==> src/rtl/ctrl_pkg.sv <==
// Shared opcodes, control-word layout and fetch length for the control sequencer.
// Consumed by microcode_rom and control_sequencer.
package ctrl_pkg;

    localparam int FETCH_STEPS = 2;

    localparam logic [3:0] OP_LDA = 4'd0;
    localparam logic [3:0] OP_ADD = 4'd1;
    localparam logic [3:0] OP_SUB = 4'd2;
    localparam logic [3:0] OP_STA = 4'd4;
    localparam logic [3:0] OP_LDI = 4'd5;
    localparam logic [3:0] OP_JMP = 4'd6;
    localparam logic [3:0] OP_JC  = 4'd7;
    localparam logic [3:0] OP_JZ  = 4'd8;
    localparam logic [3:0] OP_OUT = 4'd14;
    localparam logic [3:0] OP_HLT = 4'd15;

    localparam int CW_PC_OUT   = 0;
    localparam int CW_PC_INC   = 1;
    localparam int CW_PC_LOAD  = 2;
    localparam int CW_MAR_IN   = 3;
    localparam int CW_RAM_IN   = 4;
    localparam int CW_RAM_OUT  = 5;
    localparam int CW_IR_IN    = 6;
    localparam int CW_IR_OUT   = 7;
    localparam int CW_A_IN     = 8;
    localparam int CW_A_OUT    = 9;
    localparam int CW_B_IN     = 10;
    localparam int CW_ALU_OUT  = 11;
    localparam int CW_ALU_SUB  = 12;
    localparam int CW_FLAGS_IN = 13;
    localparam int CW_OUT_IN   = 14;
    localparam int CW_W        = 15;

    typedef logic [CW_W-1:0] ctrl_word_t;

    function automatic ctrl_word_t cw_bit(input int idx);
        return ctrl_word_t'(1) << idx;
    endfunction

endpackage

==> src/rtl/control_sequencer_if.sv <==
// Sequencer-to-datapath bundle: run/opcode/flags in, step, halt and
// every register's bus control out.
interface control_sequencer_if #(
    parameter int STEP_W   = 3,
    parameter int OPCODE_W = 4
);
    logic                run;
    logic [OPCODE_W-1:0] opcode;
    logic                carry_flag;
    logic                zero_flag;
    logic [STEP_W-1:0]   t_state;
    logic                halted;
    logic                pc_out;
    logic                pc_inc;
    logic                pc_load;
    logic                mar_in;
    logic                ram_in;
    logic                ram_out;
    logic                ir_in;
    logic                ir_out;
    logic                a_in;
    logic                a_out;
    logic                b_in;
    logic                alu_out;
    logic                alu_sub;
    logic                flags_in;
    logic                out_in;

    modport master (
        input  run, opcode, carry_flag, zero_flag,
        output t_state, halted,
        output pc_out, pc_inc, pc_load,
        output mar_in, ram_in, ram_out, ir_in, ir_out,
        output a_in, a_out, b_in, alu_out, alu_sub, flags_in, out_in
    );

    modport slave (
        output run, opcode, carry_flag, zero_flag,
        input  t_state, halted,
        input  pc_out, pc_inc, pc_load,
        input  mar_in, ram_in, ram_out, ir_in, ir_out,
        input  a_in, a_out, b_in, alu_out, alu_sub, flags_in, out_in
    );
endinterface

==> src/rtl/microcode_rom.sv <==
// Combinational microcode: (opcode, step, carry, zero) -> control word.
// Steps 0-1 are the shared fetch; later steps decode the opcode.
module microcode_rom
    import ctrl_pkg::*;
#(
    parameter int STEP_W   = 3,
    parameter int OPCODE_W = 4
) (
    input  logic [OPCODE_W-1:0] opcode,
    input  logic [STEP_W-1:0]   step,
    input  logic                carry_flag,
    input  logic                zero_flag,
    output ctrl_word_t          cw
);

    logic t0, t1, t2, t3, t4;

    assign t0 = (step == STEP_W'(0));
    assign t1 = (step == STEP_W'(1));
    assign t2 = (step == STEP_W'(FETCH_STEPS));
    assign t3 = (step == STEP_W'(FETCH_STEPS + 1));
    assign t4 = (step == STEP_W'(FETCH_STEPS + 2));

    always_comb begin
        cw = '0;
        unique case (1'b1)
            t0: cw = cw_bit(CW_PC_OUT) | cw_bit(CW_MAR_IN);
            t1: cw = cw_bit(CW_RAM_OUT) | cw_bit(CW_IR_IN)
                   | cw_bit(CW_PC_INC);
            default: begin
                case (opcode)
                    OP_LDA: begin
                        if (t2)
                            cw = cw_bit(CW_IR_OUT) | cw_bit(CW_MAR_IN);
                        else if (t3)
                            cw = cw_bit(CW_RAM_OUT) | cw_bit(CW_A_IN);
                    end
                    OP_ADD, OP_SUB: begin
                        if (t2)
                            cw = cw_bit(CW_IR_OUT) | cw_bit(CW_MAR_IN);
                        else if (t3)
                            cw = cw_bit(CW_RAM_OUT) | cw_bit(CW_B_IN);
                        else if (t4) begin
                            cw = cw_bit(CW_ALU_OUT) | cw_bit(CW_A_IN)
                               | cw_bit(CW_FLAGS_IN);
                            cw[CW_ALU_SUB] = (opcode == OP_SUB);
                        end
                    end
                    OP_STA: begin
                        if (t2)
                            cw = cw_bit(CW_IR_OUT) | cw_bit(CW_MAR_IN);
                        else if (t3)
                            cw = cw_bit(CW_A_OUT) | cw_bit(CW_RAM_IN);
                    end
                    OP_LDI: begin
                        if (t2)
                            cw = cw_bit(CW_IR_OUT) | cw_bit(CW_A_IN);
                    end
                    OP_JMP: begin
                        if (t2)
                            cw = cw_bit(CW_IR_OUT) | cw_bit(CW_PC_LOAD);
                    end
                    OP_JC: begin
                        if (t2) begin
                            cw[CW_IR_OUT]  = 1'b1;
                            cw[CW_PC_LOAD] = carry_flag;
                        end
                    end
                    OP_JZ: begin
                        if (t2) begin
                            cw[CW_IR_OUT]  = 1'b1;
                            cw[CW_PC_LOAD] = zero_flag;
                        end
                    end
                    OP_OUT: begin
                        if (t2)
                            cw = cw_bit(CW_A_OUT) | cw_bit(CW_OUT_IN);
                    end
                    OP_HLT: cw = '0;
                    default: cw = '0;
                endcase
            end
        endcase
    end

endmodule

==> src/rtl/control_sequencer.sv <==
// Step counter, halt flag and run gating around microcode_rom.
// CTRL_SEQ_EARLY_END_EN: skip trailing empty execute steps.
module control_sequencer
    import ctrl_pkg::*;
#(
    parameter int NUM_STEPS = 5,
    parameter int STEP_W    = 3,
    parameter int OPCODE_W  = 4
) (
    input  logic               clk,
    input  logic               reset_n,
    control_sequencer_if.master bus
);

    logic [STEP_W-1:0] step;
    logic [STEP_W-1:0] step_next;
    logic [STEP_W-1:0] step_inc;
    logic              halted;
    logic              halted_next;
    logic              active;
    logic              last;
    ctrl_word_t        cw_now;
    ctrl_word_t        ctrl;

    assign active   = bus.run && !halted;
    assign last     = (step == STEP_W'(NUM_STEPS - 1));
    assign step_inc = step + STEP_W'(1);

    microcode_rom #(
        .STEP_W   (STEP_W),
        .OPCODE_W (OPCODE_W)
    ) u_rom (
        .opcode     (bus.opcode),
        .step       (step),
        .carry_flag (bus.carry_flag),
        .zero_flag  (bus.zero_flag),
        .cw         (cw_now)
    );

`ifdef CTRL_SEQ_EARLY_END_EN
    ctrl_word_t cw_ahead;

    // Look one step ahead: an empty next step means the instruction is done.
    microcode_rom #(
        .STEP_W   (STEP_W),
        .OPCODE_W (OPCODE_W)
    ) u_rom_ahead (
        .opcode     (bus.opcode),
        .step       (step_inc),
        .carry_flag (bus.carry_flag),
        .zero_flag  (bus.zero_flag),
        .cw         (cw_ahead)
    );
`endif

    always_ff @(posedge clk or negedge reset_n) begin
        if (!reset_n) begin
            step   <= '0;
            halted <= 1'b0;
        end else begin
            step   <= step_next;
            halted <= halted_next;
        end
    end

    always_comb begin
        step_next   = step;
        halted_next = halted;
        if (active) begin
            if (step == STEP_W'(FETCH_STEPS)
                && bus.opcode == OPCODE_W'(OP_HLT))
                halted_next = 1'b1;
            else if (last)
                step_next = '0;
`ifdef CTRL_SEQ_EARLY_END_EN
            else if (step >= STEP_W'(FETCH_STEPS) && cw_ahead == '0)
                step_next = '0;
`endif
            else
                step_next = step_inc;
        end
    end

    always_comb begin
        ctrl = '0;
        if (active)
            ctrl = cw_now;
    end

    assign bus.t_state  = step;
    assign bus.halted   = halted;
    assign bus.pc_out   = ctrl[CW_PC_OUT];
    assign bus.pc_inc   = ctrl[CW_PC_INC];
    assign bus.pc_load  = ctrl[CW_PC_LOAD];
    assign bus.mar_in   = ctrl[CW_MAR_IN];
    assign bus.ram_in   = ctrl[CW_RAM_IN];
    assign bus.ram_out  = ctrl[CW_RAM_OUT];
    assign bus.ir_in    = ctrl[CW_IR_IN];
    assign bus.ir_out   = ctrl[CW_IR_OUT];
    assign bus.a_in     = ctrl[CW_A_IN];
    assign bus.a_out    = ctrl[CW_A_OUT];
    assign bus.b_in     = ctrl[CW_B_IN];
    assign bus.alu_out  = ctrl[CW_ALU_OUT];
    assign bus.alu_sub  = ctrl[CW_ALU_SUB];
    assign bus.flags_in = ctrl[CW_FLAGS_IN];
    assign bus.out_in   = ctrl[CW_OUT_IN];

endmodule

==> src/flat_wrapper.sv <==
// flat-port wrapper written by rule: the top's interface ports become plain ports
module control_sequencer_flat import ctrl_pkg::*;
#(
    parameter int NUM_STEPS = 5,
    parameter int STEP_W    = 3,
    parameter int OPCODE_W  = 4
)
  (clk, reset_n, bus_run, bus_opcode, bus_carry_flag, bus_zero_flag, bus_t_state, bus_halted, bus_pc_out, bus_pc_inc, bus_pc_load, bus_mar_in, bus_ram_in, bus_ram_out, bus_ir_in, bus_ir_out, bus_a_in, bus_a_out, bus_b_in, bus_alu_out, bus_alu_sub, bus_flags_in, bus_out_in);
  control_sequencer_if #(.STEP_W(STEP_W), .OPCODE_W(OPCODE_W)) bus_i ();
  input  logic clk;
  input  logic reset_n;
  input wire logic [$bits(bus_i.run)-1:0] bus_run;
  input wire logic [$bits(bus_i.opcode)-1:0] bus_opcode;
  input wire logic [$bits(bus_i.carry_flag)-1:0] bus_carry_flag;
  input wire logic [$bits(bus_i.zero_flag)-1:0] bus_zero_flag;
  output wire logic [$bits(bus_i.t_state)-1:0] bus_t_state;
  output wire logic [$bits(bus_i.halted)-1:0] bus_halted;
  output wire logic [$bits(bus_i.pc_out)-1:0] bus_pc_out;
  output wire logic [$bits(bus_i.pc_inc)-1:0] bus_pc_inc;
  output wire logic [$bits(bus_i.pc_load)-1:0] bus_pc_load;
  output wire logic [$bits(bus_i.mar_in)-1:0] bus_mar_in;
  output wire logic [$bits(bus_i.ram_in)-1:0] bus_ram_in;
  output wire logic [$bits(bus_i.ram_out)-1:0] bus_ram_out;
  output wire logic [$bits(bus_i.ir_in)-1:0] bus_ir_in;
  output wire logic [$bits(bus_i.ir_out)-1:0] bus_ir_out;
  output wire logic [$bits(bus_i.a_in)-1:0] bus_a_in;
  output wire logic [$bits(bus_i.a_out)-1:0] bus_a_out;
  output wire logic [$bits(bus_i.b_in)-1:0] bus_b_in;
  output wire logic [$bits(bus_i.alu_out)-1:0] bus_alu_out;
  output wire logic [$bits(bus_i.alu_sub)-1:0] bus_alu_sub;
  output wire logic [$bits(bus_i.flags_in)-1:0] bus_flags_in;
  output wire logic [$bits(bus_i.out_in)-1:0] bus_out_in;
  assign bus_i.run = bus_run;
  assign bus_i.opcode = bus_opcode;
  assign bus_i.carry_flag = bus_carry_flag;
  assign bus_i.zero_flag = bus_zero_flag;
  assign bus_t_state = bus_i.t_state;
  assign bus_halted = bus_i.halted;
  assign bus_pc_out = bus_i.pc_out;
  assign bus_pc_inc = bus_i.pc_inc;
  assign bus_pc_load = bus_i.pc_load;
  assign bus_mar_in = bus_i.mar_in;
  assign bus_ram_in = bus_i.ram_in;
  assign bus_ram_out = bus_i.ram_out;
  assign bus_ir_in = bus_i.ir_in;
  assign bus_ir_out = bus_i.ir_out;
  assign bus_a_in = bus_i.a_in;
  assign bus_a_out = bus_i.a_out;
  assign bus_b_in = bus_i.b_in;
  assign bus_alu_out = bus_i.alu_out;
  assign bus_alu_sub = bus_i.alu_sub;
  assign bus_flags_in = bus_i.flags_in;
  assign bus_out_in = bus_i.out_in;
  control_sequencer #(.NUM_STEPS(NUM_STEPS), .STEP_W(STEP_W), .OPCODE_W(OPCODE_W)) u_core (.clk(clk), .reset_n(reset_n), .bus(bus_i));
endmodule
==> config.mk <==
export PLATFORM = sky130hd
export DESIGN_NAME = control_sequencer_flat
export DESIGN_NICKNAME = d
export VERILOG_FILES = /design/src/rtl/ctrl_pkg.sv /design/src/rtl/control_sequencer_if.sv /design/src/rtl/microcode_rom.sv /design/src/rtl/control_sequencer.sv /design/src/flat_wrapper.sv
export SDC_FILE = /design/constraint.sdc
export NUM_CORES = 1
export LEC_CHECK = 0
export ABC_AREA = 1
export CORE_MARGIN = 1.5
export CORE_UTILIZATION = 50
export CTS_BUF_LIST = sky130_fd_sc_hd__clkbuf_4 sky130_fd_sc_hd__clkbuf_8
export DETAILED_ROUTE_END_ITERATION = 8
export DONT_BUFFER_PORTS = 1
export SLEW_MARGIN = 20
export SYNTH_ARGS = -nofsm -noshare
export SYNTH_HDL_FRONTEND = slang
export SYNTH_SLANG_ARGS = --single-unit
export TNS_END_PERCENT = 30
==> constraint.sdc <==
create_clock -name clk -period 4.7 [get_ports clk]
set_input_delay 1.41 -clock clk [delete_from_list [all_inputs] [get_ports clk]]
set_output_delay 1.41 -clock clk [all_outputs]
set_load 0.005 [all_outputs]
==> qor.csv, run 1 <==
metric;value;unit
clock_latency;0.23;ns
cp_top_family;simple AND/OR/NAND/NOR gates;
cts.sinks;4;
place_area;652;sq um
grt_pass1_vias;538;
drt_iter0_markers;2;
dieArea;1520;sq um
crit_top_cell;inv_1;
ant_nets;0;
finalCriticalPeriod;3.53;ns
drive_gt1_share;29.0;%
timing.hold.ws;0.591;ns
synth_warnings;0;
r2r-start;u_core.bus.t_state[0];
core-area;1160;sq um
die_w;39.0;um
outcome;finished, final reports clean;
track_usage;21.4;%
wl_per_cell;11.9;um
place.gp.congestion;0.801;
firstDrtPassIters;4;
swShare;50.7;%
startpoint_type;input port;
worstSetupStartpoint;bus_run;
end_kind;output port;
setup-violations-final;0;
syn_nets;113;
place_inst;111;
maxSlewHeadroom;76.1;%
pwr-share-comb;58.6;%
fin_crit_sh;75.2;%
numPortBuffers;0;
hold_path.startpoint;u_core.bus.halted;
hold_path.class;reg2reg;
synth_top_area_share;15.4;%
ioPinCount;28;
overflow;0;
crit_fanout;8;
cp_data_required_time;3.29;ns
post-synth-top-area-cell;dfrtp_1;
dpl_worst_slack;1.16;ns
numCtsBuffers;3;
area_delta_synth_final;3.85;%
synth-seq-cells;4;
grt_pass1_wl;2190;um
final_cell_area;674;sq um
finClkSkew;0.00698;ns
cts_repair_resize_count;0;
fmax;283;MHz
fin_tns_setup;0;ns
leakagePower;0.322;nW
report.power.total;0.273;mW
avgSynthCellArea;6.56;sq um
r2r_setup_slack;3.33;ns
drv_slew;0;
initial_core_util;56.2;%
path_class;in2out;
via_count;592;
antenna_cells;0;
clk_pin_slew;0.03;ns
rsz0062_at_grt;no;
maxCapViolCount;0;
drcViolationCount;0;
yosysSeqAreaShare;15.4;%
min_to;u_core.bus.halted;
critPathSlowestCell;nor3_1;
postLayoutCoreUtil;58.3;%
routed_wl;1360;um
slowest_delay;0.35;ns
reg2regPathDepth;8;
hold_buffers;0;
internal_power;0.135;mW
timing.critical_path.buf_inv;2;
ys_types;23;
ir_drop;0.000244;V
nNetsFinal;116;
num-fill-cells;125;
grt_max_degree;9;
worst_slack;1.17;ns
synthTopCellsByArea;dfrtp_1 (15%), nand2_1 (10%), ha_1 (9.6%);
power_density;405;nW/um^2
viasPerCell;5.19;
clock_path_buffers;2;
syn_inst;99;
r2r_end;u_core.bus.t_state[0];
cts-htree-levels;1;
worst_pin_slew;0.356;ns
root_buffer;clkbuf_4;
p_sw;0.138;mW
layout.cells.non_filler;114;
antenna_found_initial;0;
die_y;39.0;um
dp_hpwl;1160;um
tritoncts;done;
cp.depth;4;
cp_cell_sequence;inv_1 > nor2_4 > inv_1 > nor3_1;
worstPathArrival;2.12;ns
std_cell_rows;12;
pwr-share-seq;26.1;%
netlist_area;649;sq um
p_clk_share;15.3;%
post_cts_buffers;0;
finalHoldViolCount;0;
whs_path_depth;1;
==> cell usage after synthesis (all sizes together) <==
library cell,number
nand2,26
nor2,20
inv,17
o21ai,6
ha,5
a21oi,4
dfrtp,4
nand3,4
nand4,4
nor3,3
buf,2
o21bai,2
o211ai,1
o22ai,1
==> power groups by stage <==
| stage | Clock, mW | Sequential [mW] | Combinational [mW] |
|---|---|---|---|
| finish | 0.0417 | 0.0714 | 0.160 |
| global route | 0.0465 | 0.0747 | 0.188 |
| CTS | 0.0444 | 0.0723 | 0.161 |
| detailed placement | 0 | 0.0725 | 0.161 |
| global placement | 0 | 0.0728 | 0.160 |
| floorplan | 0 | 0.0671 | 0.139 |
==> metal layers <==
layer  global-route usage (%)  vias to the layer above  wire, um
li1                         -                      318         -
met1                     31.1                      254       713
met2                     30.4                       20       569
met3                     4.05                        0        71
met4                     8.62                        0         0
met5                        0                        -         0
==> cell type report <==
cell class	count	area [sq um]	area share [%]
clock buffers	3	22.5	3.34
inverters	17	63.8	9.46
multi-input cells	76	470	69.8
flip-flops and latches	4	100	14.8
well taps	14	17.5	2.60
==> layout by cell type, fill, tap and decap left out, drive strengths merged <==
cell type	Yosys	final
inv	17	17
dfrtp	4	4
nor3	3	3
o21ai	6	6
o22ai	1	1
o21bai	2	2
a21oi	4	4
ha	5	5
clkbuf	0	3
nor2	20	20
nand2	26	26
nand4	4	4
o211ai	1	1
nand3	4	4
==> worst max path at each step <==
| stage | to | slack [ns] |
|---|---|---|
| floorplan | bus_flags_in | 1.12 |
| global placement | bus_flags_in | 1.18 |
| detailed placement | bus_flags_in | 1.16 |
| CTS | bus_flags_in | 1.15 |
| global route | bus_flags_in | 1.04 |
| finish | bus_flags_in | 1.17 |
==> sequential cells by signal, summed over array words and instances (netlist names) <==
signal / cells
u_core.bus.t_state: 3
u_core.bus.halted: 1
==> cells by family after synthesis <==
| family | synth area share (%) |
|---|---|
| AOI/OAI and AO/OA | 15.0 |
| DFF | 15.4 |
| buffers and inverters | 12.1 |
| and+or+nand+nor | 47.8 |
| adders and majority gates | 9.63 |
Power figures use the tool's default switching activity.
==> run 2, diff against run 1 <==
--- a/config.mk
+++ b/config.mk
@@ -11,6 +11,7 @@
 export CTS_BUF_LIST = sky130_fd_sc_hd__clkbuf_4 sky130_fd_sc_hd__clkbuf_8
 export DETAILED_ROUTE_END_ITERATION = 8
 export DONT_BUFFER_PORTS = 1
+export PLACE_DENSITY = 0.68
 export SLEW_MARGIN = 20
 export SYNTH_ARGS = -nofsm -noshare
 export SYNTH_HDL_FRONTEND = slang
==> constraint.sdc (replaced) <==
create_clock -name clk -period 2.9 [get_ports clk]
set_input_delay 0.87 -clock clk [delete_from_list [all_inputs] [get_ports clk]]
set_output_delay 0.87 -clock clk [all_outputs]
set_load 0.005 [all_outputs]
==> run 2 against run 1 <==
Largest power group unchanged. Highest routed layer unchanged. Non-clock buffer count unchanged. Routed wire length shrank 6.2%. Worst hold slack got worse by 0.27 ns. Critical path type is now reg2out. Core utilization stayed put. Combinational power increased by 61%. Critical path depth grew 2. Die area is the same.
==> qor.csv, run 2 (synthesis results as in run 1) <==
metric;value;unit;change
drv_slew;0;;unchanged
timing.hold.ws;0.323;ns;-0.268 ns
path_class;reg2out;;
drt_iter0_markers;19;;+17
maxCapViolCount;0;;unchanged
die_y;39.0;um;unchanged
post_cts_buffers;0;;unchanged
nNetsFinal;116;;unchanged
clk_pin_slew;0.04;ns;about the same
die_w;39.0;um;unchanged
place.gp.congestion;0.867;;+8.3%
tritoncts;done;;
clock_path_buffers;2;;unchanged
cp_data_required_time;2.03;ns;-1.26 ns
routed_wl;1270;um;-6.2%
fin_crit_sh;85.5;%;
finalHoldViolCount;0;;unchanged
core-area;1160;sq um;unchanged
dpl_worst_slack;0.450;ns;-0.705 ns
dieArea;1520;sq um;unchanged
final_cell_mix;nand2_1 (18), nor2_1 (12), inv_1 (11);;
critPathSlowestCell;dfrtp_1;;
largest_reg_flops;3;;unchanged
grt_pass1_vias;481;;-11%
ant_nets;0;;unchanged
drcViolationCount;0;;unchanged
hold_buffers;0;;unchanged
maxSlewHeadroom;76.5;%;+0.38 points
root_buffer;clkbuf_4;;
outcome;finished, final reports clean;;
final_common_cell;nand2_1;;
final_cell_area;674;sq um;unchanged
via_count;580;;-2.0%
cts-htree-levels;1;;unchanged
cp_cell_sequence;inv_1 > ha_1 > o21ai_1 > nand2_1 > o21bai_4 > nor2_2;;
antenna_found_initial;0;;unchanged
place_area;652;sq um;unchanged
hold_path.class;in2async;;
finClkSkew;0.00786;ns;+0.000883 ns
initial_core_util;56.2;%;unchanged
worstPathArrival;1.61;ns;-0.51 ns
antenna_cells;0;;unchanged
finalCriticalPeriod;2.48;ns;
rsz0062_at_grt;no;;
viasPerCell;5.09;;-2.0%
worstSetupStartpoint;u_core.bus.t_state[0];;
overflow;0;;unchanged
cts.sinks;4;;unchanged
setup-violations-final;0;;unchanged
crit_fanout;4;;-4
numCtsBuffers;3;;unchanged
power_density;656;nW/um^2;+62%
numPortBuffers;0;;unchanged
num-fill-cells;130;;+4.0%
track_usage;19.8;%;-1.7 points
grt_max_degree;9;;unchanged
cts_repair_resize_count;0;;unchanged
dp_hpwl;1090;um;-6.1%
fmax;403;MHz;
r2r-start;u_core.bus.t_state[0];;
grt_pass1_wl;2070;um;-5.3%
slowest_delay;0.41;ns;+0.06 ns
area_delta_synth_final;3.85;%;unchanged
layout.cells.non_filler;114;;unchanged
startpoint_type;flip-flop;;
worst_slack;0.420;ns;-0.748 ns
end_kind;output port;;
place_inst;111;;unchanged
ioPinCount;28;;unchanged
ir_drop;0.000365;V;+50%
leakagePower;0.322;nW;unchanged
firstDrtPassIters;4;;unchanged
std_cell_rows;12;;unchanged
drive_gt1_share;29.0;%;unchanged
clock_latency;0.24;ns;about the same
fin_tns_setup;0;ns;unchanged
worst_pin_slew;0.350;ns;-0.00572 ns
wl_per_cell;11.1;um;-6.2%
-- run 2: final timing paths --
path | end | slack, ns | cells past startpoint
worst max register to register | u_core.bus.t_state[0] | 1.55 | 8
worst min register to register | u_core.bus.halted | 0.58 | 1
max in group asynchronous | u_core.bus.t_state[1] | 2.50 | 0
worst min-delay path | u_core.bus.t_state[2] | 0.32 | 0
min in group clk | u_core.bus.halted | 0.58 | 1
worst max-delay path | bus_a_out | 0.42 | 6
-- run 2: area by class of cell --
class / instances / area (sq um) / share of cell area [%]
multi-input combinational: 76 / 470 / 69.8
clock buffer: 3 / 22.5 / 3.34
sequential: 4 / 100 / 14.8
inverter: 17 / 63.8 / 9.46
tap: 14 / 17.5 / 2.60
-- run 2: power breakdown --
part	switching, mW	internal [mW]	total, mW
clock network	0.0243	0.0464	0.0707
registers	0.0341	0.0807	0.115
logic	0.165	0.0923	0.257
total	0.223	0.219	0.443
-- run 2: per-stage QoR --
| stage | power (mW) | utilization [%] |
|---|---|---|
| 2_1_floorplan | 0.334 | - |
| 3_3_place_gp | 0.375 | 56.4 |
| 3_5_place_dp | 0.377 | 56.4 |
| 4_1_cts | 0.450 | 58.3 |
| 5_1_grt | 0.500 | 58.3 |
| 6_report | 0.443 | 58.3 |
-- run 2: per-layer routing --
layer | up-vias | part of all wire, % | track usage [%]
met5 | - | 0 | 0
met4 | 0 | 0 | 0
met3 | 0 | 5.2 | 5.20
met2 | 16 | 41 | 29.6
met1 | 244 | 53 | 29.6
li1 | 320 | - | -
-- run 2: worst max-delay path, delay by kind of cell (launching register included) --
family,cells,cell delay [ns]
flip-flops,1,0.41
AO/OA/AOI/OAI,2,0.40
adder cells (fa/ha/maj),1,0.24
AND/OR/NAND/NOR,2,0.21
buffers and inverters,1,0.12
